$ cat config.mk
export PLATFORM = sky130hd
export DESIGN_NAME = addsub_seq_ctrl
export DESIGN_NICKNAME = d
export VERILOG_FILES = /design/src/rtl/addsub_seq_ctrl.sv
export SDC_FILE = /design/constraint.sdc
export NUM_CORES = 1
export LEC_CHECK = 0
export ABC_AREA = 1
export CORE_MARGIN = 10
export CORE_UTILIZATION = 52
export DETAILED_ROUTE_END_ITERATION = 8
export GPL_TIMING_DRIVEN = 0
export MAX_ROUTING_LAYER = met4
export PLACE_DENSITY = 0.93
export SYNTH_ARGS = -nofsm -noshare
export SYNTH_HDL_FRONTEND = slang
export SYNTH_SLANG_ARGS = --single-unit
$ cat constraint.sdc
create_clock -name clk -period 4.89 [get_ports clk]
set_input_delay 0.489 -clock clk [delete_from_list [all_inputs] [get_ports clk]]
set_output_delay 0.489 -clock clk [all_outputs]
set_load 0.01 [all_outputs]
$ cat src/rtl/addsub_seq_ctrl.sv
// Sequencer for an N*WORDS-bit add/subtract over one external N-bit adder_subtractor slice.
// Optional abort input enabled by defining ADDSUB_SEQ_ABORT_EN.
module addsub_seq_ctrl #(
   parameter int N     = 4,
   parameter int WORDS = 4
) (
   input  logic                 clk,
   input  logic                 rst_n,
   input  logic                 start,
   input  logic                 op_sub,
   input  logic [N*WORDS-1:0]   op_a,
   input  logic [N*WORDS-1:0]   op_b,
`ifdef ADDSUB_SEQ_ABORT_EN
   input  logic                 abort,
`endif
   output logic                 ready,
   output logic                 done,
   output logic [N*WORDS-1:0]   result,
   output logic                 carry_out,
   output logic                 overflow,
   output logic [N-1:0]         dp_a,
   output logic [N-1:0]         dp_b,
   output logic                 dp_cin,
   input  logic [N-1:0]         dp_s,
   input  logic                 dp_cout,
   input  logic                 dp_ovf
);

   localparam int W  = N * WORDS;
   localparam int IW = (WORDS > 1) ? $clog2(WORDS) : 1;
   localparam logic [IW-1:0] LAST = IW'(WORDS - 1);

   localparam logic [1:0] IDLE = 2'd0;
   localparam logic [1:0] RUN  = 2'd1;
   localparam logic [1:0] DONE = 2'd2;

   logic [1:0]    state;
   logic [IW-1:0] idx;
   logic [W-1:0]  a_r;
   logic [W-1:0]  b_r;
   logic          sub_r;
   logic          carry;
   logic          abort_req;

`ifdef ADDSUB_SEQ_ABORT_EN
   assign abort_req = abort;
`else
   assign abort_req = 1'b0;
`endif

   assign ready = (state == IDLE);
   assign done  = (state == DONE);

   // The slice adder inverts b and adds 1 whenever cin=1, so b is pre-inverted
   // by (op_sub ^ carry) to make it compute a_k + (sub ? ~b_k : b_k) + carry.
   always_comb begin
      dp_a   = '0;
      dp_b   = '0;
      dp_cin = 1'b0;
      if (state == RUN) begin
         dp_a   = a_r[int'(idx)*N +: N];
         dp_b   = b_r[int'(idx)*N +: N] ^ {N{sub_r ^ carry}};
         dp_cin = carry;
      end
   end

   always_ff @(posedge clk or negedge rst_n) begin
      if (!rst_n) begin
         state     <= IDLE;
         idx       <= '0;
         a_r       <= '0;
         b_r       <= '0;
         sub_r     <= 1'b0;
         carry     <= 1'b0;
         result    <= '0;
         carry_out <= 1'b0;
         overflow  <= 1'b0;
      end else begin
         case (state)
            IDLE: begin
               if (start) begin
                  a_r   <= op_a;
                  b_r   <= op_b;
                  sub_r <= op_sub;
                  idx   <= '0;
                  carry <= op_sub;
                  state <= RUN;
               end
            end
            RUN: begin
               if (abort_req) begin
                  state <= IDLE;
               end else begin
                  result[int'(idx)*N +: N] <= dp_s;
                  carry <= dp_cout;
                  idx   <= idx + 1'b1;
                  if (idx == LAST) begin
                     carry_out <= dp_cout;
                     overflow  <= dp_ovf;
                     state     <= DONE;
                  end
               end
            end
            DONE:    state <= IDLE;
            default: state <= IDLE;
         endcase
      end
   end

endmodule
; ---- Word-level counts from Yosys, hierarchy flattened
; Index checks and enable logic that the tools add are counted.
[totals]
reg_bits = 56
in_bits = 42
out_inout_bits = 29
word_cells = 39
[op_classes]
add_sub_neg = 2
eq_ne = 5
n_shift = 4
n_mux = 11
bitwise_logic = 2
reduce_logical = 6
[ops]
columns = cell, count
row1 = negator 4 -> 33 bit, 1
row2 = "variable shift 4 x 33 -> 16 bit, first input constant", 1
row3 = indexed part select 4 x 33 -> 16 bit, 1
row4 = indexed part select 16 x 5 -> 4 bit, 2
row5 = bitwise mux 16 bit, 1
row6 = two-way mux 4 bit, 2
row7 = case mux 2 bit (2 select lines), 2
row8 = AND reduction 2 bit, 4
row9 = two-way mux 2 bit, 3
row10 = "== test 2 bit, second input constant", 2
row11 = bitwise XOR 4 bit, 1
row12 = "adder 2 x 1 -> 2 bit, second input constant", 1
row13 = "== test 2 x 1 -> 1 bit, second input constant", 1
row14 = zero test 2 bit, 1
row15 = two-way mux 1 bit, 2
row16 = "!= test 2 x 1 -> 1 bit, second input constant", 1
row17 = "!= test 2 bit, second input constant", 1
row18 = case mux 1 bit (2 select lines), 1
row19 = nonzero test 2 bit, 1
row20 = bitwise XOR 1 bit, 1

; ---- Depth between registers and ports, before layout
; Gate-level depths: netlist of run 1.
[depth]
ltp_word = 3
mapped_depth = 8
mapped_depth_nobuf = 7

; ---- Worst setup path before layout of run 1
; Ideal clock, no wire load.
[synth_path]
path_type = register -> register
start = register idx[0]
end = register result[0]
arrival_time_ns = 1.530
required_time_ns = 4.825
setup_slack_ns = 3.295
path_stages_with_launch = 9
path_cell_list = dfrtp_1 inv_2 buf_2 ha_1 inv_1 nand3_1 nor2_2 nand2_1 nand2_1
[synth_between]
elab_chain_cells = 3
[synth_rtl]
columns = element, line
row1 = "start, declared", 38  ; logic [IW-1:0] idx;
row2 = "start signal, assigned", 96  ; idx <= idx + 1'b1;
row3 = negator 4 -> 33 bit *, 94  ; result[int'(idx)*N +: N] <= dp_s;
row4 = indexed part select 4 x 33 -> 16 bit / variable shift 4 x 33 -> 16 bit (equally long branches), 94
row5 = bitwise mux 16 bit *, 94
row6 = "end signal, assigned by index", 94
row7 = "end, declared", 18  ; output logic [N*WORDS-1:0] result,
; Mark *: on every way between the ends. The rest lies on a longest branch, timed or not.
; A chain may end at the register's enable or synchronous reset.

; ---- Final worst setup path of run 1
[layout_path]
start = register idx[1]
end = output port dp_b[3]
[layout_between]
elab_chain_cells = 3
[layout_rtl]
columns = element, line
row1 = indexed part select 16 x 5 -> 4 bit, 62  ; dp_b = b_r[int'(idx)*N +: N] ^ {N{sub_r ^ carry}};
row2 = bitwise XOR 4 bit, 62
row3 = two-way mux 4 bit, 60  ; if (state == RUN) begin
row4 = "end, declared", 22  ; output logic [N-1:0] dp_b,
; No other way between the ends.

==> results.sh, run 1 <==
export IMPL_status="completed"
export IMPL_setup_violations=0
export IMPL_cp_data_required_time_ns=4.40
export IMPL_slowest_stage="clkdlybuf4s50_1"
export IMPL_cts_resized=0
export IMPL_grt_start_max_net_pins=36
export IMPL_drt_iter0_markers=215
export IMPL_drive_gt1_share_pct=7.824
export IMPL_synth_distinct_cells=21
export IMPL_cp_max_fo=12
export IMPL_power_leakage_nw=1.755
export IMPL_async_flop_share_pct=100.0
export IMPL_synth_top_area_share_pct=52.51
export IMPL_hp_class="primary input to async pin"
export IMPL_clk_pin_slew_worst_paths_ns=0.10
export IMPL_netlist_area_mm2=0.002669
export IMPL_slew_headroom_pct=65.75
export IMPL_maxCapViolations=0
export IMPL_ant_nets=0
export IMPL_max_freq_ghz=0.3709
export IMPL_hold_violations=0
export IMPL_syn_avg_cell_area_um2=8.087
export IMPL_fp_coreArea_mm2=0.005042
export IMPL_dp_hpwl_um=5300
export IMPL_synthCells=330
export IMPL_crit_chain="buf_2 > inv_2 > nand3_1 > nand3_1 > nand2_1 > nor2_1 > clkdlybuf4s50_1"
export IMPL_cts_buffers_inserted=5
export IMPL_tritoncts="done"
export IMPL_insertedDiodeCount=0
export IMPL_netlist_top_cells_count="nand2_1 (158), dfrtp_1 (56), nor2_1 (24)"
export IMPL_cp_end_kind="output pin"
export IMPL_nets=456
export IMPL_cts_setup_buffers=0
export IMPL_viasPerCell=5.121
export IMPL_yosysSeqAreaShare_pct=52.51
export IMPL_worst_slew_pin_slew_ns=0.5137
export IMPL_synth_top_cell_by_area="dfrtp_1"
export IMPL_synth_fp_nets=378
export IMPL_max_vdd_ir_drop_v=0.0003434
export IMPL_synth_ff_latch_count=56
export IMPL_antenna_found_initial=0
export IMPL_cp_arrival_ns=2.21
export IMPL_ioPinCount=71
export IMPL_grt_usage_pct=16.94
export IMPL_p_per_area_mw_per_mm2=653.9
export IMPL_die_area_mm2=0.008398
export IMPL_overflow=0
export IMPL_seq_power_share_pct=34.7
export IMPL_clock_sinks=56
export IMPL_die_w_um=91.64
export IMPL_ys_top_cells_by_area="dfrtp_1 (53%), nand2_1 (22%), nor2_1 (3.4%)"
export IMPL_wl_um=6748
export IMPL_rows=26
export IMPL_min_period_ns=2.696
export IMPL_fin_ws_ns=2.194
export IMPL_htreeDepth=2
export IMPL_crit_type="flip-flop to output pin"
export IMPL_via_count=2453
export IMPL_firstDrtPassIters=4
export IMPL_wl_per_cell_um=14.09
export IMPL_clk_latency_ns=0.32
export IMPL_switching_share_pct=41.97
export IMPL_grt_pass1_vias=2529
export IMPL_cp_start_kind="flip-flop"
export IMPL_max_stage_delay_ns=0.57
export IMPL_root_buffer="clkbuf_8"
export IMPL_cts_path_max_buffers=2
export IMPL_synth_most_common_cell="nand2_1"
export IMPL_power_share_clock_pct=11.2
export IMPL_start_util_pct=52.93
export IMPL_skew_ns=0.01026
export IMPL_p_int_mw=1.352
export IMPL_synth_flop_cell="dfrtp_1"
export IMPL_synthToLayoutAreaGrowth_pct=33.47
export IMPL_slew_violations=0
export IMPL_synth_edff_count=0
export IMPL_grt_pass1_wl_um=11500
export IMPL_place_ws_ns=2.557
export IMPL_p_sw_mw=0.9776
export IMPL_fin_setup_tns_ns=0
export IMPL_total_power_mw=2.329
export IMPL_fin_crit_sh_pct=55.14
export IMPL_synth_warnings=0
export IMPL_place_congestion=0.8904
export IMPL_combPwrFrac_pct=54.0
export IMPL_rsz0062_at_grt="no"
export IMPL_port_buffers=70
export IMPL_die_h_um=91.64
export IMPL_ctsHoldBuffers=0
export IMPL_post_route_drc_count=0
export IMPL_path_common_cell="nand3_1"
==> worst max-delay path: cells and delay by family (launching register included) <==
family,cells,cell delay [ns]
buffers and inverters,3,0.97
AND/OR/NAND/NOR,4,0.47
flip-flops,1,0.43
==> layer usage <==
| metal | global-route usage, % | vias up | part of all wire, % | routed length [µm] |
|---|---|---|---|---|
| met5 | - | - | 0 | 0 |
| met4 | 4.308 | 0 | 1.4 | 93 |
| met3 | 4.564 | 11 | 6.2 | 418 |
| met2 | 28.97 | 91 | 50 | 3362 |
| met1 | 19.20 | 1151 | 43 | 2873 |
| li1 | - | 1200 | - | - |
==> power groups by stage <==
stage	Combinational (mW)	Sequential [mW]	Clock, mW
after floorplan	0.729	0.819	0
after global placement	1.21	0.804	0
after detailed placement	1.26	0.816	0
after CTS	1.27	0.808	0.263
after global routing	1.41	0.834	0.282
final	1.26	0.809	0.262
==> path summary, 6_finish.rpt <==
kind	start	end	slack, ns	cells after the start
worst max-delay path	idx[1]$_DFFE_PN0P_	dp_b[3]	2.19	7
worst min-delay path	rst_n	result[3]$_DFFE_PN0P_	0.13	1
worst max register to register	idx[1]$_DFFE_PN0P_	result[3]$_DFFE_PN0P_	3.02	8
worst min register to register	a_r[5]$_DFFE_PN0P_	a_r[5]$_DFFE_PN0P_	0.49	2
max in group asynchronous	rst_n	b_r[12]$_DFFE_PN0P_	4.20	2
min in group clk	a_r[5]$_DFFE_PN0P_	a_r[5]$_DFFE_PN0P_	0.49	2
==> metrics by stage <==
step                area [µm²]  hold WS, ns  util [%]  cells
finish                    3562       0.1271     70.65    479
CTS                       3562       0.1439     70.65    479
detailed placement        3472       0.4614     68.86    471
global route              3562       0.1556     70.65    479
global placement          3457       0.4570     68.56    470
floorplan                 2669       0.1934         -    330
==> registers in the layout (all words and copies together), names as in the netlist <==
register / count
a_r: 16
b_r: 16
carry: 1
carry_out: 1
idx: 2
overflow: 1
result: 16
state: 2
sub_r: 1
==> layout make-up <==
type | count | area [µm²]
flip-flops and latches | 56 | 1401
multi-input cells | 248 | 1115
inverters | 13 | 51.30
fillers | 397 | 1480
plain buffers | 13 | 101.3
clock buffers | 8 | 90.09
well taps | 70 | 87.58
repair buffers | 71 | 715.7
==> placed cells by master (no fill, tap or decap), types with 2 or more instances in the layout <==
master / Yosys / layout
nor2_1: 24 / 24
inv_2: 3 / 3
nand3_1: 17 / 17
ha_1: 6 / 6
nand2_1: 158 / 158
nor2_2: 2 / 2
dfrtp_1: 56 / 56
clkbuf_8: 0 / 6
o21ai_1: 8 / 8
o21ai_0: 15 / 15
nand2_2: 2 / 2
a21oi_1: 8 / 8
clkbuf_1: 0 / 2
buf_6: 5 / 5
nand4_1: 3 / 3
nand4_4: 2 / 2
clkdlybuf4s50_1: 0 / 69
buf_4: 2 / 2
inv_1: 9 / 9
buf_2: 6 / 7
==> cells by family after synthesis <==
family,Yosys count,synth area share (%)
AOI/OAI and AO/OA,33,6.329
adders and majority gates,6,2.813
buffers and inverters,26,5.719
DFF,56,52.51
and+or+nand+nor,209,32.63
Power figures use the tool's default switching activity.
==> run 2, diff against run 1 <==
- CORE_UTILIZATION: 52 -> 44
- PLACE_DENSITY: 0.93 -> 0.85
- clock period: 4.89 -> 2.3 ns (I/O delays scaled with it)
==> run 2 against run 1 <==
  * Worst setup slack got worse by 2.1 ns
  * Global-route usage down 1.8 points
  * Clock skew fell by 0.0039 ns
  * The run now ends with negative hold slack left
  * Cell count is 1.5% higher
  * Sequential share of layout area fell by 0.59 points
  * Routed wire length up 4.6%
  * Sequential cell count unchanged
  * Non-clock buffer count is 2 higher
  * Clock power up 120%
  * Sequential power increased by 110%
  * Highest routed layer unchanged
==> results.sh, run 2 (synthesis gave the netlist of run 1 again) <==
export IMPL_clk_latency_ns=0.32
export IMPL_die_w_um=97.88
export IMPL_rows=28
export IMPL_final_cell_mix="nand2_1 (158), clkdlybuf4s50_1 (65), dfrtp_1 (55)"
export IMPL_cts_path_max_buffers=2
export IMPL_fp_coreArea_mm2=0.005921
export IMPL_ctsHoldBuffers=0
export IMPL_die_h_um=97.88
export IMPL_grt_start_max_net_pins=34
export IMPL_r2r_end="result[0]$_DFFE_PN0P_"
export IMPL_slew_headroom_pct=46.84
export IMPL_worst_slew_pin_slew_ns=0.7974
export IMPL_setup_violations=0
export IMPL_min_period_ns=2.226
export IMPL_tritoncts="done"
export IMPL_root_buffer="clkbuf_8"
export IMPL_ant_nets=0
export IMPL_ioPinCount=71
export IMPL_max_vdd_ir_drop_v=0.0006176
export IMPL_start_util_pct=45.08
export IMPL_holdWs_ns=-0.01106
export IMPL_wl_um=7058
export IMPL_drive_gt1_share_pct=9.002
export IMPL_clk_pin_slew_worst_paths_ns=0.10
export IMPL_cts_buffers_inserted=5
export IMPL_skew_ns=0.006388
export IMPL_htreeDepth=2
export IMPL_port_buffers=70
export IMPL_place_congestion=0.8510
export IMPL_nets=458
export IMPL_viasPerCell=5.031
export IMPL_area_sequential_mm2=0.001403
export IMPL_drt_iter0_markers=129
export IMPL_die_area_mm2=0.009580
export IMPL_nFillCells=501
export IMPL_wl_per_cell_um=14.52
export IMPL_top_regs="a_r (16), b_r (16), result (16)"
export IMPL_path_common_cell="nand3_1"
export IMPL_cp_end_kind="output pin"
export IMPL_post_route_drc_count=0
export IMPL_critPathTopFamily="buffers and inverters"
export IMPL_p_per_area_mw_per_mm2=1384
export IMPL_dp_hpwl_um=5495
export IMPL_via_count=2445
export IMPL_final_common_cell="nand2_1"
export IMPL_power_leakage_nw=1.824
export IMPL_grt_pass1_wl_um=11740
export IMPL_violations="negative hold slack"
export IMPL_cp_max_fo=12
export IMPL_hold_violations=32
export IMPL_grt_usage_pct=15.10
export IMPL_cp_arrival_ns=2.00
export IMPL_antenna_found_initial=0
export IMPL_multiInputGateArea_mm2=0.001115
export IMPL_reg2reg_from="idx[0]$_DFFE_PN0P_"
export IMPL_maxCapViolations=0
export IMPL_critPathBufInv=3
export IMPL_hp_class="primary input to async pin"
export IMPL_clock_sinks=56
export IMPL_synthToLayoutAreaGrowth_pct=35.63
export IMPL_final_util_pct=61.14
export IMPL_cp_data_required_time_ns=2.07
export IMPL_firstDrtPassIters=4
export IMPL_reg2regPathDepth=8
export IMPL_cp_start_kind="flip-flop"
export IMPL_slowest_stage="clkdlybuf4s50_1"
export IMPL_max_stage_delay_ns=0.57
export IMPL_status="finished, violations left"
export IMPL_insertedDiodeCount=0
export IMPL_crit_type="flip-flop to output pin"
export IMPL_regToRegSetupSlack_ns=0.55
export IMPL_slew_violations=0
export IMPL_crit_chain="buf_4 > inv_6 > nand3_1 > nand3_1 > nand2_1 > nor2_1 > clkdlybuf4s50_1"
export IMPL_overflow=0
export IMPL_max_freq_ghz=0.4493
export IMPL_fin_crit_sh_pct=96.76
export IMPL_grt_pass1_vias=2525
==> run 2: power by group <==
part           total (mW)  internal, mW  switching [mW]
Clock               0.573         0.244           0.329
Sequential           1.72          1.45           0.272
Combinational        2.72          1.20            1.52
==> run 2: area by class of cell <==
cell class,count,share of cell area [%]
tap,75,2.592
timing repair buffer,73,20.67
sequential,56,38.75
buffer,13,2.938
multi-input combinational,248,30.80
clock buffer,6,2.281
inverter,13,1.555
clock inverter,2,0.4148
==> run 2: worst max-delay path by stage <==
stage / depth (start not counted) / startpoint / end / slack, ns
6_report: 7 / idx[1]$_DFFE_PN0P_ / dp_b[3] / 0.07
3_5_place_dp: 7 / idx[1]$_DFFE_PN0P_ / dp_b[2] / 0.27
3_3_place_gp: 1 / rst_n / a_r[0]$_DFFE_PN0P_ / -0.59
5_1_grt: 6 / idx[0]$_DFFE_PN0P_ / dp_a[3] / -0.006
4_1_cts: 7 / idx[0]$_DFFE_PN0P_ / dp_b[2] / 0.02
2_1_floorplan: 8 / idx[0]$_DFFE_PN0P_ / result[0]$_DFFE_PN0P_ / 0.70
==> run 2: routing by layer <==
metal	share of wire (%)	GRT usage, %
met5	0	-
met4	1.9	4.810
met3	6.9	4.440
met2	49	25.48
met1	42	16.74
==> run 2: metrics by stage <==
stage	TNS, ns	std cells	area [µm²]	total power [mW]	worst slack, ns
after CTS	0	484	3591	5.032	0.02222
final	0	486	3620	5.009	0.07444
after detailed placement	0	476	3486	4.437	0.2714
after global routing	-0.006150	486	3620	5.428	-0.006150
after floorplan	0	330	2669	3.291	0.7048
after global placement	-32.91	475	3463	4.306	-0.5902
==> run 2: what timing repair did <==
item,CTS,global route
cloned,0,0
hold endpoints to repair,0,0
setup buffers,0,2
resized for setup,3,6
endpoints found under the setup margin,5,8
